`src/rtl/phy_tx_lane_serializer_pkg.sv`:
```
// Shared constants, state type and sizing helper for the PHY TX lane serializer.
package phy_tx_lane_serializer_pkg;

  localparam logic [7:0] COM_SYM_DEF = 8'hBC;
  localparam logic [7:0] IDL_SYM_DEF = 8'h7C;

  typedef enum logic {
    ST_SYNC   = 1'b0,
    ST_ACTIVE = 1'b1
  } tx_state_e;

  // Counter width for a 0..v-1 range, never narrower than one bit.
  function automatic int unsigned clog2_min1(input int unsigned v);
    return (v > 1) ? $clog2(v) : 1;
  endfunction

endpackage

```
`src/rtl/phy_tx_lane_serializer_if.sv`:
```
// Frame handshake from the lane-mux stage into the serializer.
interface phy_tx_lane_serializer_if #(
  parameter int unsigned NUM_LANES = 4,
  parameter int unsigned DATA_W    = 8
);

  logic                          frm_valid;
  logic                          frm_ready;
  logic [NUM_LANES*DATA_W-1:0]   data_in;
  logic [NUM_LANES-1:0]          lane_valid;

  modport master (output frm_valid, output data_in, output lane_valid, input frm_ready);
  modport slave  (input frm_valid, input data_in, input lane_valid, output frm_ready);

endinterface

```
`src/rtl/phy_symbol_shifter.sv`:
```
// Symbol load/shift register: emits one bit per clk, MSB first, and requests the next symbol.
module phy_symbol_shifter
  import phy_tx_lane_serializer_pkg::*;
#(
  parameter int unsigned DATA_W = 8
) (
  input  logic              clk,
  input  logic              reset,
  input  logic [DATA_W-1:0] sym_in,
  output logic              load_c,
  output logic              tx_serial,
  output logic              tx_sym_start
);

  localparam int unsigned CNT_W = clog2_min1(DATA_W);

  logic              started;
  logic              sym_last_c;
  logic [CNT_W-1:0]  bit_cnt;
  logic [DATA_W-1:0] shift_q;

  // A new symbol is taken on the first cycle out of reset and after each symbol's last bit.
  assign sym_last_c = (bit_cnt == CNT_W'(DATA_W - 1));
  assign load_c     = ~started | sym_last_c;
  assign tx_serial  = shift_q[DATA_W-1];

  // Load on symbol boundary, otherwise shift left and count bits.
  always_ff @(posedge clk) begin
    if (!reset) begin
      started      <= 1'b0;
      bit_cnt      <= '0;
      shift_q      <= '0;
      tx_sym_start <= 1'b0;
    end else begin
      started      <= 1'b1;
      tx_sym_start <= load_c;
      if (load_c) begin
        shift_q <= sym_in;
        bit_cnt <= '0;
      end else begin
        shift_q <= {shift_q[DATA_W-2:0], 1'b0};
        bit_cnt <= bit_cnt + CNT_W'(1);
      end
    end
  end

endmodule

```
`src/rtl/phy_tx_lane_serializer.sv`:
```
// PHY TX datapath: COM sync preamble, then round-robin lane striping with IDL fill and underrun.
module phy_tx_lane_serializer
  import phy_tx_lane_serializer_pkg::*;
#(
  parameter int unsigned       NUM_LANES = 4,
  parameter int unsigned       DATA_W    = 8,
  parameter int unsigned       SYNC_SYMS = 4,
  parameter logic [DATA_W-1:0] COM_SYM   = DATA_W'(COM_SYM_DEF),
  parameter logic [DATA_W-1:0] IDL_SYM   = DATA_W'(IDL_SYM_DEF)
) (
  input  logic                     clk,
  input  logic                     reset,
  phy_tx_lane_serializer_if.slave  frm_if,
  output logic                     tx_serial,
  output logic                     tx_sym_start,
  output logic                     tx_active,
  output logic                     underrun
);

  localparam int unsigned SLOT_W = clog2_min1(NUM_LANES);
  localparam int unsigned SYNC_W = clog2_min1(SYNC_SYMS);
  localparam int unsigned FRM_W  = NUM_LANES * DATA_W;

  tx_state_e            state_q, state_d;
  logic [SLOT_W-1:0]    slot_q, slot_d;
  logic [SYNC_W-1:0]    sync_q, sync_d;
  logic                 sync_done_q, sync_done_d;
  logic                 hold_full_q, hold_full_d;
  logic [FRM_W-1:0]     hold_data_q, hold_data_d;
  logic [NUM_LANES-1:0] hold_valid_q, hold_valid_d;
  logic [FRM_W-1:0]     frame_data_q, frame_data_d;
  logic [NUM_LANES-1:0] frame_valid_q, frame_valid_d;
  logic                 underrun_d;
  logic                 load_c;
  logic                 boundary_c;
  logic                 frame_load_c;
  logic                 accept_c;
  logic [DATA_W-1:0]    sym_c;

  // Frame boundary: leaving SYNC after the last COM, or finishing the last lane slot.
  assign boundary_c = load_c &
                      (((state_q == ST_SYNC) & sync_done_q) |
                       ((state_q == ST_ACTIVE) & (slot_q == SLOT_W'(NUM_LANES - 1))));
  assign frame_load_c     = boundary_c & hold_full_q;
  assign frm_if.frm_ready = reset & (~hold_full_q | frame_load_c);
  assign accept_c         = frm_if.frm_valid & frm_if.frm_ready;
  assign tx_active        = (state_q == ST_ACTIVE);

  // State, counters, holding and frame registers.
  always_ff @(posedge clk) begin
    if (!reset) begin
      state_q       <= ST_SYNC;
      slot_q        <= '0;
      sync_q        <= '0;
      sync_done_q   <= 1'b0;
      hold_full_q   <= 1'b0;
      hold_data_q   <= '0;
      hold_valid_q  <= '0;
      frame_data_q  <= '0;
      frame_valid_q <= '0;
      underrun      <= 1'b0;
    end else begin
      state_q       <= state_d;
      slot_q        <= slot_d;
      sync_q        <= sync_d;
      sync_done_q   <= sync_done_d;
      hold_full_q   <= hold_full_d;
      hold_data_q   <= hold_data_d;
      hold_valid_q  <= hold_valid_d;
      frame_data_q  <= frame_data_d;
      frame_valid_q <= frame_valid_d;
      underrun      <= underrun_d;
    end
  end

  // Next state, counter stepping, frame hand-over and holding-register capture.
  always_comb begin
    state_d       = state_q;
    slot_d        = slot_q;
    sync_d        = sync_q;
    sync_done_d   = sync_done_q;
    hold_full_d   = hold_full_q;
    hold_data_d   = hold_data_q;
    hold_valid_d  = hold_valid_q;
    frame_data_d  = frame_data_q;
    frame_valid_d = frame_valid_q;
    underrun_d    = 1'b0;

    case (state_q)
      ST_SYNC: begin
        if (load_c) begin
          if (sync_done_q) begin
            state_d     = ST_ACTIVE;
            slot_d      = '0;
            sync_done_d = 1'b0;
          end else begin
            sync_done_d = (sync_q == SYNC_W'(SYNC_SYMS - 1));
            sync_d      = sync_done_d ? '0 : sync_q + SYNC_W'(1);
          end
        end
      end
      ST_ACTIVE: begin
        if (load_c) begin
          if (slot_q == SLOT_W'(NUM_LANES - 1)) begin
            slot_d = '0;
          end else begin
            slot_d = slot_q + SLOT_W'(1);
          end
        end
      end
      default: state_d = ST_SYNC;
    endcase

    if (boundary_c) begin
      if (hold_full_q) begin
        frame_data_d  = hold_data_q;
        frame_valid_d = hold_valid_q;
        hold_full_d   = 1'b0;
      end else begin
        frame_valid_d = '0;
        underrun_d    = 1'b1;
      end
    end

    if (accept_c) begin
      hold_full_d  = 1'b1;
      hold_data_d  = frm_if.data_in;
      hold_valid_d = frm_if.lane_valid;
    end
  end

  // Symbol for the slot about to start; COM while syncing, IDL for unqualified lanes.
  always_comb begin
    sym_c = COM_SYM;
    if (state_d == ST_ACTIVE) begin
      sym_c = IDL_SYM;
      for (int unsigned k = 0; k < NUM_LANES; k++) begin
        if ((slot_d == SLOT_W'(k)) && frame_valid_d[k]) begin
          sym_c = frame_data_d[k*DATA_W +: DATA_W];
        end
      end
    end
  end

  phy_symbol_shifter #(
    .DATA_W (DATA_W)
  ) u_shifter (
    .clk          (clk),
    .reset        (reset),
    .sym_in       (sym_c),
    .load_c       (load_c),
    .tx_serial    (tx_serial),
    .tx_sym_start (tx_sym_start)
  );

endmodule

```
`src/flat_wrapper.sv`:
```
// flat-port wrapper written by rule: the top's interface ports become plain ports
module phy_tx_lane_serializer_flat import phy_tx_lane_serializer_pkg::*;
#(
  parameter int unsigned       NUM_LANES = 4,
  parameter int unsigned       DATA_W    = 8,
  parameter int unsigned       SYNC_SYMS = 4,
  parameter logic [DATA_W-1:0] COM_SYM   = DATA_W'(COM_SYM_DEF),
  parameter logic [DATA_W-1:0] IDL_SYM   = DATA_W'(IDL_SYM_DEF)
)
  (clk, reset, tx_serial, tx_sym_start, tx_active, underrun, frm_if_frm_valid, frm_if_data_in, frm_if_lane_valid, frm_if_frm_ready);
  phy_tx_lane_serializer_if #(.NUM_LANES(NUM_LANES), .DATA_W(DATA_W)) frm_if_i ();
  input  logic clk;
  input  logic reset;
  output logic tx_serial;
  output logic tx_sym_start;
  output logic tx_active;
  output logic underrun;
  input wire logic [$bits(frm_if_i.frm_valid)-1:0] frm_if_frm_valid;
  input wire logic [$bits(frm_if_i.data_in)-1:0] frm_if_data_in;
  input wire logic [$bits(frm_if_i.lane_valid)-1:0] frm_if_lane_valid;
  output wire logic [$bits(frm_if_i.frm_ready)-1:0] frm_if_frm_ready;
  assign frm_if_i.frm_valid = frm_if_frm_valid;
  assign frm_if_i.data_in = frm_if_data_in;
  assign frm_if_i.lane_valid = frm_if_lane_valid;
  assign frm_if_frm_ready = frm_if_i.frm_ready;
  phy_tx_lane_serializer #(.NUM_LANES(NUM_LANES), .DATA_W(DATA_W), .SYNC_SYMS(SYNC_SYMS), .COM_SYM(COM_SYM), .IDL_SYM(IDL_SYM)) u_core (.clk(clk), .reset(reset), .frm_if(frm_if_i), .tx_serial(tx_serial), .tx_sym_start(tx_sym_start), .tx_active(tx_active), .underrun(underrun));
endmodule
```
`config.mk`:
```
export PLATFORM = sky130hd
export DESIGN_NAME = phy_tx_lane_serializer_flat
export DESIGN_NICKNAME = d
export VERILOG_FILES = /design/src/rtl/phy_tx_lane_serializer_pkg.sv /design/src/rtl/phy_tx_lane_serializer_if.sv /design/src/rtl/phy_symbol_shifter.sv /design/src/rtl/phy_tx_lane_serializer.sv /design/src/flat_wrapper.sv
export SDC_FILE = /design/constraint.sdc
export NUM_CORES = 1
export LEC_CHECK = 0
export CAP_MARGIN = 20
export CORE_AREA = 3 3 102 104
export CTS_CLUSTER_SIZE = 10
export DETAILED_ROUTE_END_ITERATION = 8
export DIE_AREA = 0 0 105 107
export GPL_TIMING_DRIVEN = 0
export PLACE_DENSITY = 0.57
export SLEW_MARGIN = 5
export SYNTH_ARGS = -nofsm -noshare
export SYNTH_HDL_FRONTEND = slang
export SYNTH_SLANG_ARGS = --single-unit
```
`constraint.sdc`:
```
create_clock -name clk -period 2.39 [get_ports clk]
set_input_delay 0.3585 -clock clk [delete_from_list [all_inputs] [get_ports clk]]
set_output_delay 0.3585 -clock clk [all_outputs]
set_load 0.01 [all_outputs]
```
==> flow_summary.yaml, run 1 <==
final_layout:
  mostFrequentLayoutCell: "dfxtp_1"
  layout_common_cells: "dfxtp_1 (92), nand2_1 (86), nand3_1 (53)"
  post-route-util_pct: 48.9
  area_growth_pct: 24.6
  register_area_um2: 1860
  fin_cells: 605
  final_nets: 510
  nFillCells: 984
  final_layout_size_suffix_gt1_share_pct: 15.7
  diodes: 0
  multiInputGateArea_um2: 1850
worst_setup_path:
  cp.arrival_ns: 2.61
  crit_buf_inv: 2
  crit_slowest_cell: "or2b_2"
  crit_path_max_fanout: 10
  criticalPathCategory: "reg -> reg"
  slowest_delay_ns: 0.34
  end_kind: "flip-flop"
  crit_required_ns: 2.64
  crit_family: "compound AO/OA/AOI/OAI gates"
  crit_chain: "ha_2 > ha_2 > or2b_2 > buf_4 > nand4_1 > a222oi_1 > buf_4 > a311oi_1 > o211ai_1 > a32o_1"
  startpoint_type: "flip-flop"
sta:
  drv_slew: 0
  hold-worst-slack_ns: 0.403
  worst_slack_ns: 0.0347
  max_slew_margin_pct: 52.0
  fin_crit_sh_pct: 98.5
  rsz0062_at_grt: "no"
  tightest_slew_ns: 0.716
  setup_viol: 0
  skew_ns: 0.00851
  hold_viol: 0
  layout_min_cycle_time_ns: 2.36
  fmax_mhz: 425
global_route:
  overflow: 0
  grt_max_degree: 17
  grt.total_usage_pct: 16.1
  grt_pass1_wl_mm: 14.1
  grt_pass1_vias: 2813
  antenna_found_initial: 0
clock_tree:
  ctsRootBufferMaster: "clkbuf_8"
  path_clk_slew_ns: 0.09
  numCtsBuffers: 9
  cts_max_path_buffers: 2
  cts_sinks: 93
  htreeDepth: 3
  cts_tree: "done"
  clkLatencyLatePin_ns: 0.36
floorplan:
  rows: 36
  dieArea_um2: 11200
  ios: 44
  die-height_um: 107
  die_x_um: 105
  fp.coreArea_um2: 9640
  initial_utilization_pct: 39.2
synthesis:
  ys_ff_latch: 93
  synthCells: 409
  ys_seq_area_share_pct: 49.2
  synth_edf_count: 0
  synth_top_area_share_pct: 49.2
  ys_warn_count: 0
  syn_area_per_cell_um2: 9.24
  ys.flop_type: "dfxtp_1"
  synthTopCellsByArea: "dfxtp_1 (49%), nand2_1 (8.6%), nand3_1 (7.0%)"
  synth_cell_types: 45
  syn-cell-area_um2: 3780
  yosysTopAreaCell: "dfxtp_1"
  synth.net_count: 452
  synth-async-reset-ratio_pct: 0
power:
  p_comb_share_pct: 7.4
  p_per_area_nw_per_um2: 618
  peakVddDrop_uv: 298
  p_switching_uw: 700
  leakage_uw: 0.00203
  p_clk_share_pct: 36.3
  p_seq_share_pct: 56.3
  finalPower_uw: 2910
  internal-power_uw: 2210
  sw_frac_of_total_pct: 24.1
place:
  dp_slack_ns: -0.0837
  hpwlAfterDp_mm: 6.37
  port_buffers: 43
  routabilityCongestion: 0.803
  post-place-cells: 585
detailed_routing:
  drcViolationCount: 0
  dr.pass1.iters: 4
  ant_nets: 0
  vias_per_cell: 4.90
  dr_total_vias: 2962
  totalWireLength_mm: 8.73
  drtIter0Drc: 70
  wire_per_inst_um: 14.4
run:
  maxCapViolations: 0
outcome:
  status: "complete, no violations"
min_path:
  holdCritPathClass: "reg -> reg"
[cell type report]
cell class                 count  area share (%)
timing repair buffer          47            9.75
multi-input combinational    289            39.3
inverter                       1          0.0797
sequential                    93            39.5
clock inverter                 6            1.51
buffer                        26            3.53
tap                          133            3.53
clock buffer                  10            2.71
[worst paths after layout]
path / from / slack (ns) / depth (start not counted) / end
min reg2reg: u_core.u_shifter.bit_cnt[0] / 0.40 / 1 / u_core.u_shifter.bit_cnt[0]
max reg2reg: u_core.u_shifter.bit_cnt[0] / 0.03 / 10 / u_core.u_shifter.shift_q[7]
min: u_core.u_shifter.bit_cnt[0] / 0.40 / 1 / u_core.u_shifter.bit_cnt[0]
max: u_core.u_shifter.bit_cnt[0] / 0.03 / 10 / u_core.u_shifter.shift_q[7]
[flip-flops by register name, summed over array words and instances, names as in the netlist, 2 cells and up]
register,flops
u_core.frame_data_q,32
u_core.hold_data_q,32
u_core.u_shifter.shift_q,8
u_core.frame_valid_q,4
u_core.hold_valid_q,4
u_core.u_shifter.bit_cnt,3
u_core.slot_q,2
u_core.sync_q,2
[per-stage QoR]
step	area, µm²	setup TNS [ns]
after global routing	4710	0
after floorplan	3780	0
final	4710	0
after detailed placement	4380	-0.369
after global placement	4380	-0.0646
after CTS	4620	0
[synth_stat cells, types with 2 or more instances]
cell type   n
dfxtp_1    93
nand2_1    87
nand3_1    53
nor2b_1    25
mux2i_1    22
and2_1     18
buf_2      12
clkbuf_1   10
o21ai_0    10
mux2_2      9
a21oi_1     8
nor2_1      6
o21a_1      6
o2111ai_1   5
ha_1        4
a21boi_0    3
buf_6       3
o31ai_2     3
a32o_1      2
and3_1      2
mux2_4      2
nor3_1      2
o22a_1      2
[worst register-to-register path: stages (launching register included)]
cell,delay [ns]
dfxtp_2,0.33
ha_2,0.17
ha_2,0.17
or2b_2,0.34
buf_4,0.19
nand4_1,0.13
a222oi_1,0.13
buf_4,0.18
a311oi_1,0.21
o211ai_1,0.16
a32o_1,0.24
[power by group through the flow]
| stage | clock, µW | combinational, µW | sequential (µW) |
|---|---|---|---|
| final | 1060 | 216 | 1640 |
| after global placement | 0 | 211 | 1670 |
| after detailed placement | 0 | 215 | 1670 |
| after CTS | 1090 | 218 | 1640 |
| after global routing | 1150 | 241 | 1640 |
| after floorplan | 0 | 108 | 1660 |
[what timing repair did]
item                                    4_1_cts  5_1_grt
buffers inserted                              3        1
pin swaps                                     1        4
hold buffers                                  0        0
gates resized for setup                      10       22
endpoints found under the setup margin        7        9
[cell families (layout without fill, tap and decap cells)]
family | count (synthesis) | in the layout | synth area share (%)
simple gates | 202 | 202 | 26.3
flops | 93 | 93 | 49.2
compound gates | 49 | 49 | 9.43
mux | 34 | 34 | 9.89
buf+inv | 27 | 90 | 3.77
fa+ha+maj | 4 | 4 | 1.32
[metal layers]
| layer | vias up | part of all wire (%) | track usage [%] |
|---|---|---|---|
| li1 | 1513 | - | - |
| met2 | 48 | 47 | 26.4 |
| met4 | 0 | 1.7 | 5.15 |
| met3 | 11 | 3.6 | 4.27 |
| met1 | 1390 | 48 | 20.6 |
| met5 | - | 0 | 0 |
No activity file was read; power rests on OpenSTA's default activity.
==> run 2: changes to the inputs <==
- CORE_AREA: 3 3 102 104 -> 2 2 101 103
- DIE_AREA: 0 0 105 107 -> 0 0 103 105
==> flow_summary.yaml, run 2 (synthesis results as in run 1) <==
final_layout:
  diodes: 0
  layout_common_cells: "dfxtp_1 (93), nand2_1 (86), nand3_1 (52)"
  mostFrequentLayoutCell: "dfxtp_1"
  area_growth_pct: 27.3
  final_nets: 512
  final_layout_size_suffix_gt1_share_pct: 16.2
  post-route-util_pct: 49.9
  fin_cells: 607
  top_regs: "u_core.frame_data_q x32, u_core.hold_data_q x32, u_core.u_shifter.shift_q x8"
detailed_routing:
  dr_total_vias: 2979
  dr.pass1.iters: 4
  dr.max_layer_used: "met4"
  wl_met2_mm: 4.13
  drtIter0Drc: 85
  drcViolationCount: 0
  ant_nets: 0
  wire_per_inst_um: 14.5
  vias_per_cell: 4.91
  totalWireLength_mm: 8.79
  dr_wl_met3_um: 259
  met1_length_mm: 4.29
sta:
  layout_min_cycle_time_ns: 2.27
  drv_slew: 0
  max_slew_margin_pct: 47.9
  hold_viol: 0
  worst_slack_ns: 0.116
  tightest_slew_ns: 0.776
  setup_viol: 0
  fin_crit_sh_pct: 95.1
  skew_ns: 0.00532
  fmax_mhz: 440
clock_tree:
  cts_sinks: 93
  cts_max_path_buffers: 2
  cts_tree: "done"
  path_clk_slew_ns: 0.09
  htreeDepth: 3
  numCtsBuffers: 9
  clkLatencyLatePin_ns: 0.36
  ctsRootBufferMaster: "clkbuf_8"
power:
  p_seq_share_pct: 51.8
  p_switching_uw: 689
  sw_frac_of_total_pct: 21.8
  p_per_area_nw_per_um2: 657
  internal-power_uw: 2470
  finalPower_uw: 3160
  leakage_uw: 0.00207
  p_comb_share_pct: 6.9
  peakVddDrop_uv: 339
  p_clk_share_pct: 41.3
global_route:
  overflow: 0
  antenna_found_initial: 0
  grt_max_degree: 16
  grt_pass1_vias: 2986
  grt_pass1_wl_mm: 14.6
  grt.total_usage_pct: 17.4
place:
  routabilityCongestion: 0.820
  post-place-cells: 585
  port_buffers: 43
  dp_slack_ns: -0.0878
  hpwlAfterDp_mm: 6.28
worst_setup_path:
  end_kind: "flip-flop"
  crit_path_max_fanout: 9
  r2r_start: "u_core.u_shifter.bit_cnt[0]"
  criticalPathCategory: "reg -> reg"
  crit_required_ns: 2.64
  cp-startpoint: "u_core.u_shifter.bit_cnt[0]"
  cp.arrival_ns: 2.53
  startpoint_type: "flip-flop"
floorplan:
  rows: 36
  die_x_um: 103
  dieArea_um2: 10800
  die-height_um: 105
  initial_utilization_pct: 39.2
  ios: 44
  fp.coreArea_um2: 9640
min_path:
  holdCritPathClass: "reg -> reg"
  worstHoldStart: "u_core.u_shifter.bit_cnt[0]"
outcome:
  status: "complete, no violations"
run:
  maxCapViolations: 0
==> run 2: cell count changes in the layout (fill, tap and decap cells not counted), sizes merged <==
cell	change
buf	+2
bufinv	+2
clkbuf	+1
clkinvlp	-1
inv	-2
==> run 2: repair_timing <==
item / 4_1_cts / 5_1_grt
hold buffers: 0 / 0
endpoints found under the setup margin: 9 / 9
gates resized for setup: 12 / 22
gates cloned: 0 / 1
pin swaps: 1 / 2
setup buffers: 2 / 3
==> run 2: worst max-delay path, stage by stage (launching register included) <==
cell	delay, ns
dfxtp_1	0.35
ha_1	0.15
ha_2	0.21
nor2b_4	0.06
buf_2	0.15
o31ai_2	0.69
nand3_1	0.20
a31oi_1	0.28
o31ai_2	0.07
==> run 2: path summary, 6_finish.rpt <==
kind | slack, ns | cells past startpoint | endpoint
setup / recovery | 0.12 | 8 | u_core.u_shifter.shift_q[6]
hold / removal | 0.43 | 1 | u_core.u_shifter.bit_cnt[0]
setup reg to reg | 0.12 | 8 | u_core.u_shifter.shift_q[6]
hold reg to reg | 0.43 | 1 | u_core.u_shifter.bit_cnt[0]
==> run 2: layout make-up <==
type                            instances  area (µm²)
Clock inverter                          5         106
Clock buffer                           11         151
Multi-Input combinational cell        289        1870
Inverter                                1        3.75
Sequential cell                        93        1860
Tap cell                              133         166
Buffer                                 26         171
Fill cell                             963        4830
Timing Repair Buffer                   49         484
==> run 2: power by group through the flow <==
stage               registers, µW  clock network, µW  logic [µW]
floorplan                    1660                  0         108
CTS                          1640               1340         219
global placement             1670                  0         212
global route                 1650               1390         245
finish                       1640               1300         219
detailed placement           1670                  0         216
==> run 2: metal layers <==
layer / vias up / track usage (%)
met4: 0 / 5.17
met3: 10 / 3.68
met1: 1406 / 23.1
li1: 1519 / -
met5: - / 0
met2: 44 / 28.1
==> run 2: metrics by stage <==
| step | setup TNS, ns | hold slack [ns] | instance area (µm²) |
|---|---|---|---|
| after CTS | 0 | 0.443 | 4690 |
| after floorplan | 0 | 0.386 | 3780 |
| after global routing | -0.000931 | 0.455 | 4810 |
| after global placement | -0.594 | 0.415 | 4380 |
| after detailed placement | -0.392 | 0.430 | 4380 |
| final | 0 | 0.432 | 4810 |
==> run 3: changes to the inputs <==
- GPL_ROUTABILITY_DRIVEN: unset -> 0
==> results of run 3 <==
The final DEF is identical to that of run 2; final timing and power are the same.
